===== src/rtl/fp_acc_seq_if.sv =====
// Source stream and fp32 adder handshake bundle for the accumulation controller.
interface fp_acc_seq_if;
  logic        d_valid;
  logic [31:0] d_in;
  logic        d_ready;
  logic [31:0] add_a;
  logic [31:0] add_b;
  logic        add_r_i;
  logic [31:0] add_res;
  logic        add_r_o;

  // source + adder side
  modport master (
    output d_valid, d_in, add_res, add_r_o,
    input  d_ready, add_a, add_b, add_r_i
  );

  // controller side
  modport slave (
    input  d_valid, d_in, add_res, add_r_o,
    output d_ready, add_a, add_b, add_r_i
  );
endinterface


===== src/rtl/fp_acc_seq.sv =====
// Sums a stream of len fp32 operands by sequencing one external fp32 adder.
// The first operand seeds the accumulator; each later operand is sent to the
// adder with the running sum and the result is fed back. No fp math here.
module fp_acc_seq #(
  parameter int N_MAX = 16,
  parameter int CNT_W = 5,
  parameter int FLUSH = 8
) (
  input  logic             clk,
  input  logic             rst_n,
  input  logic             start,
  input  logic [CNT_W-1:0] len,
  fp_acc_seq_if.slave      bus,
  output logic [31:0]      sum,
  output logic             done,
  output logic             busy
);
  localparam int FW = $clog2(FLUSH + 1);
  localparam logic [CNT_W-1:0] LEN_MAX    = CNT_W'(N_MAX);
  localparam logic [FW-1:0]    FLUSH_INIT = FW'(FLUSH);

  typedef enum logic [2:0] {
    S_FLUSH, S_IDLE, S_LOAD, S_FETCH, S_WAIT, S_DONE
  } state_t;

  state_t           state, state_n;
  logic [FW-1:0]    flush_cnt;
  logic [CNT_W-1:0] rem, rem_n;
  logic [31:0]      acc, acc_n;
  logic             hs;

  assign hs   = bus.d_valid && bus.d_ready;
  assign busy = (state != S_IDLE);

  // state register; reset lands in FLUSH so stale adder results drain out
  always_ff @(posedge clk or negedge rst_n) begin
    if (!rst_n) state <= S_FLUSH;
    else        state <= state_n;
  end

  // next state plus next accumulator / remaining count
  always_comb begin
    state_n = state;
    acc_n   = acc;
    rem_n   = rem;
    unique case (state)
      S_FLUSH: if (flush_cnt == '0) state_n = S_IDLE;
      S_IDLE: if (start) begin
        acc_n   = '0;
        rem_n   = (len > LEN_MAX) ? LEN_MAX : len;
        state_n = (len == '0) ? S_DONE : S_LOAD;
      end
      S_LOAD: if (hs) begin
        acc_n   = bus.d_in;
        rem_n   = rem - CNT_W'(1);
        state_n = (rem == CNT_W'(1)) ? S_DONE : S_FETCH;
      end
      S_FETCH: if (hs) begin
        rem_n   = rem - CNT_W'(1);
        state_n = S_WAIT;
      end
      // add_r_o is only honoured here, so stray results elsewhere are dropped
      S_WAIT: if (bus.add_r_o) begin
        acc_n   = bus.add_res;
        state_n = (rem == '0) ? S_DONE : S_FETCH;
      end
      S_DONE:  state_n = S_IDLE;
      default: state_n = S_FLUSH;
    endcase
  end

  // datapath and registered outputs; done/sum load on entry to DONE so the
  // pulse and the value are visible together for the DONE cycle
  always_ff @(posedge clk or negedge rst_n) begin
    if (!rst_n) begin
      flush_cnt   <= FLUSH_INIT;
      rem         <= '0;
      acc         <= '0;
      sum         <= '0;
      done        <= 1'b0;
      bus.d_ready <= 1'b0;
      bus.add_a   <= '0;
      bus.add_b   <= '0;
      bus.add_r_i <= 1'b0;
    end else begin
      acc         <= acc_n;
      rem         <= rem_n;
      bus.d_ready <= (state_n == S_LOAD) || (state_n == S_FETCH);
      done        <= (state_n == S_DONE);
      if (state_n == S_DONE) sum <= acc_n;
      if (state == S_FLUSH && flush_cnt != '0) flush_cnt <= flush_cnt - FW'(1);
      // request held with stable operands through WAIT; dropped on the r_o
      // edge so the adder, re-arming a cycle later, never sees a repeat
      if (state == S_FETCH && hs) begin
        bus.add_a   <= acc;
        bus.add_b   <= bus.d_in;
        bus.add_r_i <= 1'b1;
      end else if (state == S_WAIT && bus.add_r_o) begin
        bus.add_r_i <= 1'b0;
      end
    end
  end
endmodule


===== src/flat_wrapper.sv =====
// flat-port wrapper written by rule: the top's interface ports become plain ports
module fp_acc_seq_flat 
#(
  parameter int N_MAX = 16,
  parameter int CNT_W = 5,
  parameter int FLUSH = 8
)
  (clk, rst_n, start, len, sum, done, busy, bus_d_valid, bus_d_in, bus_add_res, bus_add_r_o, bus_d_ready, bus_add_a, bus_add_b, bus_add_r_i);
  fp_acc_seq_if bus_i ();
  input  logic clk;
  input  logic rst_n;
  input  logic start;
  input  logic [CNT_W-1:0] len;
  output logic [31:0] sum;
  output logic done;
  output logic busy;
  input wire logic [$bits(bus_i.d_valid)-1:0] bus_d_valid;
  input wire logic [$bits(bus_i.d_in)-1:0] bus_d_in;
  input wire logic [$bits(bus_i.add_res)-1:0] bus_add_res;
  input wire logic [$bits(bus_i.add_r_o)-1:0] bus_add_r_o;
  output wire logic [$bits(bus_i.d_ready)-1:0] bus_d_ready;
  output wire logic [$bits(bus_i.add_a)-1:0] bus_add_a;
  output wire logic [$bits(bus_i.add_b)-1:0] bus_add_b;
  output wire logic [$bits(bus_i.add_r_i)-1:0] bus_add_r_i;
  assign bus_i.d_valid = bus_d_valid;
  assign bus_i.d_in = bus_d_in;
  assign bus_i.add_res = bus_add_res;
  assign bus_i.add_r_o = bus_add_r_o;
  assign bus_d_ready = bus_i.d_ready;
  assign bus_add_a = bus_i.add_a;
  assign bus_add_b = bus_i.add_b;
  assign bus_add_r_i = bus_i.add_r_i;
  fp_acc_seq #(.N_MAX(N_MAX), .CNT_W(CNT_W), .FLUSH(FLUSH)) u_core (.clk(clk), .rst_n(rst_n), .start(start), .len(len), .bus(bus_i), .sum(sum), .done(done), .busy(busy));
endmodule

===== config.mk =====
export PLATFORM = sky130hd
export DESIGN_NAME = fp_acc_seq_flat
export DESIGN_NICKNAME = d
export VERILOG_FILES = /design/src/rtl/fp_acc_seq_if.sv /design/src/rtl/fp_acc_seq.sv /design/src/flat_wrapper.sv
export SDC_FILE = /design/constraint.sdc
export NUM_CORES = 1
export LEC_CHECK = 0
export CORE_ASPECT_RATIO = 1.75
export CORE_MARGIN = 3
export CORE_UTILIZATION = 45
export CTS_BUF_LIST = sky130_fd_sc_hd__clkbuf_4 sky130_fd_sc_hd__clkbuf_8 sky130_fd_sc_hd__clkbuf_16
export CTS_CLUSTER_SIZE = 30
export DETAILED_ROUTE_END_ITERATION = 6
export GPL_TIMING_DRIVEN = 1
export PLACE_DENSITY = 0.78
export SETUP_SLACK_MARGIN = 0.2
export SLEW_MARGIN = 20
export SYNTH_ARGS = -nofsm -noshare
export SYNTH_HDL_FRONTEND = slang
export SYNTH_SLANG_ARGS = --single-unit

===== constraint.sdc =====
create_clock -name clk -period 2.1 [get_ports clk]
set_input_delay 0.21 -clock clk [delete_from_list [all_inputs] [get_ports clk]]
set_output_delay 0.21 -clock clk [all_outputs]
set_load 0.01 [all_outputs]

# Word-level counts from Yosys, hierarchy flattened

Cells that the tools add are included.
Widths: inputs -> output; s select.

$add $sub $neg: 2
Multipliers: 0
Divide/modulo/power cells: 0
$lt $le $gt $ge: 1
Equal/unequal tests: 12
Shifts and indexed selects: 0
Mux-type cells: 19
Bitwise gates (word level): 0
Reductions and logical operators: 14

Operators by type and width:

| cell                | count |
|---|---|
| $mux 32             | 3 |
| $pmux 32 s3         | 1 |
| $mux 3              | 8 |
| $pmux 3 s6          | 1 |
| $mux 5              | 3 |
| $eq 3x2->1 const B  | 4 |
| $logic_not 5->1     | 2 |
| $pmux 5 s2          | 1 |
| $eq 3x3->1 const B  | 3 |
| $eq 5x1->1 const B  | 1 |
| $gt 5x5->1 const B  | 1 |
| $sub 5x1->5 const B | 1 |
| $logic_and 1x1->1   | 4 |
| $logic_not 4->1     | 1 |
| $reduce_bool 2->1   | 2 |
| $reduce_bool 4->1   | 1 |
| $sub 4x1->4 const B | 1 |
| $eq 3x1->1 const B  | 1 |
| $logic_not 3->1     | 1 |
| $ne 3x1->1 const B  | 1 |
| $reduce_and 3->1    | 1 |
| $mux 1              | 2 |
| $ne 2x1->1 const B  | 1 |
| $ne 2x2->1 const B  | 1 |
| other kinds (2)     | 2 |

Register bits: 143
Latch bits: 0
RAM bits: 0
ROM bits: 0
Bits of input ports: 74
Output and inout port bits: 100
Memories: 0

# Longest topological paths before layout

Word-level depth: 6
Gate-level depth with buffers: 8

# Least setup slack after synthesis

No wires, ideal clock.

Kind: flip-flop to flip-flop
Start point: reg u_core.rem[1]
End point: reg u_core.sum[10]
Setup time: 0.125 ns
Arrival time: 1.701 ns
Required time: 1.975 ns
Path slack: 0.274 ns
Cell stages (with the launch flop): 9
Buffers on the path: 1
Path through: dfrtp_1 inv_1 ha_1 nor4b_1 o2111ai_1 o211ai_2 nand2_4 buf_6 mux2_4

Longest elaborated chain between the ends: 5
Elaborated cells on any way between the ends: 8
Those cells by class: eq/ne (2); mux (5); reduce/logical (1)

RTL lines:

| element                                              | RTL line                           | text |
|---|---|---|
| from (decl)                                          | fp_acc_seq.sv:28                   | `logic [CNT_W-1:0] rem, rem_n;` |
| from (signal assigned)                               | fp_acc_seq.sv:87                   | `rem <= rem_n;` |
| $eq 5x1->1 / $logic_not 5->1 (equally long branches) | fp_acc_seq.sv:56, fp_acc_seq.sv:65 |  |
| $mux 3, on equally long branches                     | fp_acc_seq.sv:56, fp_acc_seq.sv:65 |  |
| $mux 3, on equally long branches                     | fp_acc_seq.sv:53, fp_acc_seq.sv:63 |  |
| $pmux 3 s6 *                                         | fp_acc_seq.sv:46                   | `unique case (state)` |
| via u_core.state_n[2]                                | fp_acc_seq.sv:26                   | `state_t state, state_n;` |
| $eq 3x3->1 *                                         | fp_acc_seq.sv:90                   | `if (state_n == S_DONE) sum <= acc_n;` |
| to (signal assigned)                                 | fp_acc_seq.sv:90                   |  |
| to (decl)                                            | fp_acc_seq.sv:14                   | `output logic [31:0] sum,` |

The timed path passes the listed nets; every way through them passes the cells marked *.
A chain may end at the register's enable or synchronous reset.

# Final worst setup path

Start point: reg u_core.state[2]
End point: reg u_core.sum[21]

Longest elaborated chain between the ends: 3
Elaborated cells on any way between the ends: 14
Those cells by class: eq/ne (6); mux (7); reduce/logical (1)

RTL lines:

| element                            | RTL line         | text |
|---|---|---|
| from (decl)                        | fp_acc_seq.sv:26 |  |
| from (signal assigned)             | fp_acc_seq.sv:38 | `else state <= state_n;` |
| $eq 3x3->1 (tied with other cells) | fp_acc_seq.sv:46 |  |
| $pmux 3 s6 *                       | fp_acc_seq.sv:46 |  |
| via u_core.state_n[2]              | fp_acc_seq.sv:26 |  |
| $eq 3x3->1 *                       | fp_acc_seq.sv:90 |  |

Marks and branches as above.

==> impl_metrics.toml <==
[logic_synthesis]
synth-edff-count = 0
synthDistinctLibCells = 41
synth_xor_area_share_pct = 0.439
ys_seq_area_share_pct = 59.8
synth_compound_area_share_pct = 6.84
yosys_warnings = 0
syn_avg_cell_area_um2 = 13.2
synthSimpleGateAreaFrac_pct = 8.97
ys.flop_type = "dfrtp_1"
postSynth.asyncResetShare_pct = 100
synth_top_family_by_area = "multiplexers"
syn_nets = 530
synthMuxAreaShare_pct = 20.1
netlist_area_mm2 = 0.00598
postSynthCellCount = 452
synth-seq-cells = 143
synthAdderAreaFrac_pct = 0.836

[floorplanning]
rows = 55
die_y_um = 159
core_mm2 = 0.0130
ioPinCount = 174
initial_core_util_pct = 46.0
die_w_um = 93.2
dieArea_mm2 = 0.0148

[finish]
mostFrequentLayoutCells = "clkdlybuf4s50_1, dfrtp_1, mux2_2"
fin_nets = 736
final_common_cell = "clkdlybuf4s50_1"
layout-drive-gt1-share_pct = 29.3
n_fill_cell = 901
syn_to_final_growth_pct = 50.7
utilization_pct = 69.3
antenna_cells = 0

[critical_path]
rr_startpoint = "u_core.state[2]"
crit_type = "reg2reg"
crit_path_end_kind = "register"
cp-start-kind = "register"
crit_start = "u_core.state[2]"
crit_arrival_ns = 2.30
path_max_fanout = 10
r2r_end = "u_core.sum[21]"
r2r_slack_ns = 0.09
required_ns = 2.39
rr_worst_depth = 6
timing.critical_path.to = "u_core.sum[21]"

[route]
wire_per_inst_um = 20.1
drt-initial-drc-count = 229
antenna_left = 0
first_pass_iters = 4
routed_wirelength_mm = 16.9
avgViaCountPerCell = 5.34
drcViolationCount = 0
num_vias = 4494

[power_and_ir_drop]
pwr-share-clk_pct = 25.2
p_sw_mw = 3.87
power_density_mw_per_mm2 = 1360
power.leakage_nw = 4.22
switching_share_pct = 31.6
p_int_mw = 8.37
peakVddDrop_mv = 0.865
combPwrFrac_pct = 39.6
seqPwrFrac_pct = 35.2
total_power_mw = 12.2

[clocking]
clk_path_buf_depth = 2
clkLatencyLatePin_ns = 0.41
cts_sinks = 143
clk_pin_slew_ns = 0.06
clock-root-buffer = "clkbuf_16"
cts_tree = "done"
cts_buffers = 17
htree_num_levels = 4

[global_route]
grt_max_degree = 51
grtUsageTotal_pct = 22.0
antenna_found_initial = 0
grt-ovfl-total = 0
grt_pass1_vias = 4855
grt_pass1_wl_mm = 24.9

[placement]
gp_congestion = 0.835
place_ws_ns = -0.271
hpwl_mm = 11.2
numPortBuffers = 173

[timing]
skew_ns = 0.00823
worst_pin_slew_ns = 0.487
setup_viol_count_final = 0
slew_headroom_pct = 67.5
fin_crit_sh_pct = 95.8
min_period_ns = 2.01
hold_violations = 0
fmax_mhz = 497
postLayoutSetupSlackWorst_ns = 0.0888
drv_slew = 0
rsz0062_at_grt = "true"

[min_path]
min_path_type = "in2reg"

[outcome]
status = "finished clean"

[job]
max-cap-violations = 0
## sequential cells by signal, summed over array words and instances, names as in the netlist, 3 cells and up
name / flops
u_core.state: 3
u_core.sum: 32
u_core.flush_cnt: 4
u_core.rem: 5
u_core.bus.add_b: 32
u_core.acc: 32
u_core.bus.add_a: 32
## power by group through the flow
stage / clock network [mW] / registers (mW) / logic [mW]
after CTS: 3.13 / 4.26 / 4.60
after detailed placement: 0 / 4.27 / 4.50
after global routing: 3.25 / 4.41 / 5.16
final: 3.09 / 4.30 / 4.85
after floorplan: 0 / 4.51 / 1.87
after global placement: 0 / 4.21 / 4.36
## metrics by stage
step	hold slack, ns	cells	TNS, ns	area (um2)
2_1_floorplan	-0.0856	452	0	5980
6_report	0.265	841	0	9020
5_1_grt	0.264	841	0	9020
4_1_cts	0.318	825	0	8750
3_5_place_dp	0.192	792	-8.08	8070
3_3_place_gp	0.179	792	-8.07	8070
## routing by layer
| layer | part of all wire [%] | wire length [um] | track usage (%) | vias to the layer above |
|---|---|---|---|---|
| met5 | 0 | 0 | 0 | - |
| li1 | - | - | - | 2040 |
| met1 | 37 | 6200 | 23.9 | 2295 |
| met2 | 57 | 9600 | 41.3 | 129 |
| met4 | 2.9 | 491 | 9.78 | 0 |
| met3 | 3.5 | 586 | 4.11 | 30 |
## worst max-delay path, stage by stage, from the launching register on
cell and delay [ns]:
dfrtp_1 0.43, nand2b_4 0.17, or4b_4 0.50, o211ai_4 0.12, nand2_4 0.15, buf_12 0.19
mux2_4 0.31
## logic make-up (layout without fill, tap and decap cells)
logic type | count (synthesis) | in the layout
AOI/OAI and AO/OA | 60 | 60
xor gates and xnor gates | 3 | 3
adders and majority gates | 4 | 4
buffers and inverters | 37 | 255
DFF | 143 | 143
muxes | 97 | 97
and+or+nand+nor | 108 | 108
## worst min-delay path by stage
stage	startpoint	end	slack, ns	cells after the start
finish	len[2]	u_core.rem[2]	0.27	3
global route	len[2]	u_core.rem[2]	0.26	3
CTS	rst_n	u_core.bus.add_a[25]	0.32	2
detailed placement	rst_n	u_core.bus.add_a[25]	0.19	1
global placement	rst_n	u_core.bus.add_b[23]	0.18	1
floorplan	rst_n	u_core.acc[0]	-0.09	0
## what timing repair did
action / 4_1_cts / 5_1_grt
pin swaps: 1 / 8
endpoints found under the setup margin: 33 / 33
hold endpoints to repair: 46 / 0
hold buffers: 1 / 0
cloned: 0 / 3
gates resized for setup: 11 / 27
buffers inserted: 1 / 13
## cell type report
class,count,area (um2),share of cell area (%)
tap,171,214,2.37
timing repair buffer,215,2210,24.5
clock inverter,12,161,1.79
sequential,143,3580,39.7
inverter,9,33.8,0.375
multi-input combinational,272,2360,26.2
clock buffer,19,447,4.95
## cell usage after synthesis, drive strengths merged, types with 2 or more instances
library cell | count | area share, %
a21oi | 12 | 1.0
a22oi | 33 | 4.1
buf | 23 | 2.2
clkbuf | 5 | 0.31
dfrtp | 142 | 59
ha | 4 | 0.84
inv | 9 | 0.56
mux2 | 96 | 20
nand2 | 45 | 2.9
nand2b | 5 | 0.65
nand3 | 33 | 2.8
nand3b | 3 | 0.38
nor2 | 6 | 0.38
nor2b | 3 | 0.31
nor3 | 5 | 0.42
o21ai | 7 | 0.59
xnor2 | 2 | 0.29
(Power assumes the default switching activity.)
==> RTL edit 1: new RTL, config.mk and constraints unchanged <==
`FLUSH` is set to 8 in 2 places; all go to 16.
--- a/src/rtl/fp_acc_seq.sv
+++ b/src/rtl/fp_acc_seq.sv
@@ -5,5 +5,5 @@
   parameter int N_MAX = 16,
   parameter int CNT_W = 5,
-  parameter int FLUSH = 8
+  parameter int FLUSH = 16
 ) (
   input  logic             clk,
--- a/src/flat_wrapper.sv
+++ b/src/flat_wrapper.sv
@@ -4,5 +4,5 @@
   parameter int N_MAX = 16,
   parameter int CNT_W = 5,
-  parameter int FLUSH = 8
+  parameter int FLUSH = 16
 )
   (clk, rst_n, start, len, sum, done, busy, bus_d_valid, bus_d_in, bus_add_res, bus_add_r_o, bus_d_ready, bus_add_a, bus_add_b, bus_add_r_i);
Function: changed (a bounded check fails within 10 cycles, from zero or initial values and one cycle with rst_n low).
==> RTL edit 1 against the unedited design <==
The flow now finishes with violations (negative setup slack); setup slack got worse by 0.41 ns; worst hold slack improved by 0.081 ns; design area decreased by 3.2%; sequential power increased by 4%; power increased by 0.89%; routed wire length decreased by 3.2%; area after synthesis decreased by 1.4%; sequential cell count increased by 1; clock skew about the same; highest routed layer unchanged.
==> RTL edit 1: results (changes against the unedited design) <==
- Fillers: 915 (+1.6%)
- LEAKAGE: 3.87 nW (-8.3%)
- Crit-path max FO: 23 (+13)
- Largest cells by area after synthesis: dfrtp_1, mux2_2, a22oi_1, o21ai_0, nand2_1
- Total global-route track usage: 22.6% (+0.58 points)
- Setup Viol. Count Final: 32 (+32)
- Final-stage net count: 732 (-0.54%)
- Outcome: finished, violations left
- Setup WS post-layout: -0.318 ns (-0.407 ns)
- Multi-input gate area in the final layout: 2170 µm² (-8.1%)
- Sequential area share after synthesis: 61.1% (+1.3 points)
- Largest net degree at the start of global routing: 64 (+25%)
- Pre-CTS setup slack: -0.363 ns (-0.0921 ns)
- Max_slew headroom: 59.6% (-7.9 points)
- Critical Path Source: u_core.rem[0]
- Critical path endpoint: u_core.sum[7]
- R2r worst-path depth: 8 (+2)
- Failing checks: negative setup slack
- Share of cells above drive strength 1: 26.3% (-3.0 points)
- Dpl hpwl: 11700 µm (+3.8%)
- Core area: 12600 µm² (-2.9%)
- Vias: 4420 (-1.6%)
- Cells after synthesis: 451 (-0.22%)
- Synth top cells by count: dfrtp_1, mux2_2, o21ai_0
- CP top delay family: compound AO/OA/AOI/OAI gates
- Placed insts: 801 (+1.1%)
- First-pass GRT wire length: 25100 µm (+0.83%)
- Placed inst area: 8080 µm² (about the same)
- Worst vdd ir: 0.786 mV (-9.1%)
- DR iter-0 viols: 218 (-4.8%)
- Placer Congestion: 0.840 (+0.64%)
[RTL edit 1: changes by cell type in the layout (fill, tap and decap cells not counted), moves of 3 or more]
| cell | unedited run | this run |
|---|---|---|
| mux2_2 | 67 | 93 |
| ha_1 | 2 | 5 |
| buf_12 | 9 | 4 |
| nand3_1 | 33 | 0 |
| o21ai_0 | 7 | 42 |
| buf_4 | 27 | 30 |
| nand2b_4 | 3 | 0 |
| a21oi_1 | 11 | 8 |
| mux2_4 | 29 | 2 |
| nor3_1 | 3 | 6 |
[RTL edit 1: logic make-up after synthesis]
kind of cell / share of synthesized area [%]
DFF: 61.1
muxes: 18.3
AOI/OAI and AO/OA: 9.82
and+or+nand+nor: 6.13
buffers and inverters: 2.82
xor gates and xnor gates: 0.742
adders and majority gates: 1.06
[RTL edit 1: routing by layer]
metal | track usage (%) | up-vias | share of wire, %
li1 | - | 2015 | -
met1 | 23.9 | 2211 | 36
met2 | 41.9 | 149 | 55
met3 | 4.88 | 45 | 4.4
met4 | 11.3 | 0 | 4.1
met5 | 0 | - | 0
[RTL edit 1: timing repair]
item                       4_1_cts  5_1_grt
setup endpoints to repair       34       34
gates cloned                     0        0
pin swaps                        1        0
hold buffers                     1        0
hold endpoints to repair        60        0
setup buffers                    0        0
gates resized for setup          8        1
[RTL edit 1: area by class of cell]
cell class	count	area share, %
Tap cell	168	2.41
Timing Repair Buffer	210	23.9
Clock buffer	20	5.28
Multi-Input combinational cell	271	24.9
Sequential cell	144	41.3
Clock inverter	12	1.81
Inverter	9	0.387
[RTL edit 1: where the power goes]
part           leakage [nW]  total, mW  switching (mW)  internal [mW]
Combinational          1.70       4.75            2.11           2.65
Clock                 0.296       3.11            1.16           1.95
Sequential             1.87       4.49           0.609           3.88
==> RTL edit 2: new RTL, same flow settings <==
Without the edit above. The 6 states of `state_t` get a Gray code encoding in 3 bits.
--- a/src/rtl/fp_acc_seq.sv
+++ b/src/rtl/fp_acc_seq.sv
@@ -21,5 +21,5 @@
 
   typedef enum logic [2:0] {
-    S_FLUSH, S_IDLE, S_LOAD, S_FETCH, S_WAIT, S_DONE
+    S_FLUSH = 3'b000, S_IDLE = 3'b001, S_LOAD = 3'b011, S_FETCH = 3'b010, S_WAIT = 3'b110, S_DONE = 3'b111
   } state_t;
 
Function: no difference found for any inputs over 10 cycles, from zero or initial values and one cycle with rst_n low; not proved beyond that.
==> RTL edit 2 against the unedited design <==
Routed wire length increased by 5.5%; via count rose by 6.1%; first-iteration DRC count is 14% higher; global-route usage rose by 2.4 points; power increased by 19%; sequential cell count is the same; critical path type unchanged; synthesized cell count grew 6.4%; area after synthesis is 2.9% higher; die area increased by 2.8%; the run now ends with negative setup slack left; design area is 1.0% lower; setup slack worse by 0.25 ns.
==> RTL edit 2: results (changes against the unedited design) <==
- Synthesized Nets: 559 (+5.5%)
- Met3 Use GR: 6.09% (+2.0 points)
- Worst slew pin tran: 0.448 ns (-0.0384 ns)
- Vias in the first global route: 5174 (+6.6%)
- Insertion delay to the later sink of the worst-skew pair: 0.41 ns (about the same)
- Multi-input comb cells: 298 (+9.6%)
- Mapped cell area: 6160 µm² (+2.9%)
- Largest cells by area after synthesis: dfrtp_1, mux2_2, mux2_4, a221o_1, nand2_1
- Clock network power share: 21.5% (-3.7 points)
- Tot Pwr: 14.5 mW (+19%)
- Initial antenna violation count: 2 (+2)
- Pre-CTS setup slack: -0.167 ns (+0.104 ns)
- CP arrival: 2.56 ns (+0.26 ns)
- Met1 wire length: 6390 µm (+3.1%)
- Worst Skew: 0.00773 ns (-0.000494 ns)
- NetSw: 4.88 mW (+26%)
- Placer Congestion: 0.862 (+3.2%)
- Vias: 4766 (+6.1%)
- Dpl hpwl: 12300 µm (+9.9%)
- Met1 global-route usage: 26.9% (+3.0 points)
- Non-clock buffer share: 23.1% (-1.4 points)
- Wire length on met2: 9990 µm (+4.1%)
- Worst min path class: input port to async pin
- GRT met2 Usage: 44.5% (+3.2 points)
- Combinational power: 6.63 mW (+37%)
- Setup WS post-layout: -0.164 ns (-0.253 ns)
- First-pass GRT wire length: 28300 µm (+13%)
- Synth top cells by count: dfrtp_1, nand2_1, mux2_2
- Met3 WL: 872 µm (+49%)
- LEAKAGE: 3.97 nW (-5.7%)
- Worst-path clk slew: 0.06 ns (about the same)
- Sequential area share after synthesis: 58.1% (-1.7 points)
- Worst vdd ir: 0.934 mV (+8.0%)
- Post-Synth Adder-Cell Area: 0.813% (-0.024 points)
- Post-synthesis compound-gate area fraction: 10.8% (+3.9 points)
- Largest net degree at the start of global routing: 64 (+25%)
- Highest routed layer: met5
- Clock Network Area Fraction: 6.85% (+0.11 points)
- Final cell count without fillers: 866 (+3.0%)
- Fillers: 989 (+9.8%)
- Crit-path max FO: 22 (+12)
- Synthesized area per cell: 12.8 µm² (-3.3%)
- DR iter-0 viols: 260 (+14%)
- Clock buffers: 20 (+1)
- Fin util: 66.7% (-2.6 points)
- Multi-input gate area in the final layout: 2410 µm² (+2.0%)
- Failing checks: negative setup slack
- Routed length per instance: 20.6 µm (+2.5%)
- N_diodes: 1 (+1)
- Placed insts: 829 (+4.7%)
- Final-stage net count: 756 (+2.7%)
- Outcome: finished, violations left
- Netlist cell types: 40 (-2.4%)
- Setup Viol. Count Final: 32 (+32)
- Buffers, non-clock: 209 (-2.8%)
- Placed inst area: 8250 µm² (+2.3%)
==> RTL edit 2: critical path, cell delays in order (launching register included) <==
cell      delay [ns]
dfrtp_1         0.39
inv_2           0.06
ha_1            0.13
or4b_4          0.46
mux2_4          0.29
o221ai_4        0.21
nand2_4         0.10
buf_12          0.19
mux2_4          0.31
==> RTL edit 2: path summary, 6_finish.rpt <==
kind / start / to / slack (ns) / cells after the start
max in group asynchronous: rst_n / u_core.flush_cnt[3] / 1.15 / 3
worst min-delay path: rst_n / u_core.sum[29] / 0.26 / 2
worst max-delay path: u_core.rem[0] / u_core.sum[24] / -0.16 / 8
worst min register to register: u_core.bus.add_r_i / u_core.bus.add_r_i / 0.48 / 1
worst max register to register: u_core.rem[0] / u_core.sum[24] / -0.16 / 8
min in group clk: bus_d_in[13] / u_core.bus.add_b[13] / 0.44 / 2
==> RTL edit 2: repair_timing <==
item	CTS	global route
hold buffers	1	0
gates resized for setup	8	3
endpoints found under the hold margin	30	0
setup buffers	1	2
endpoints found under the setup margin	34	34
pin swaps	0	0
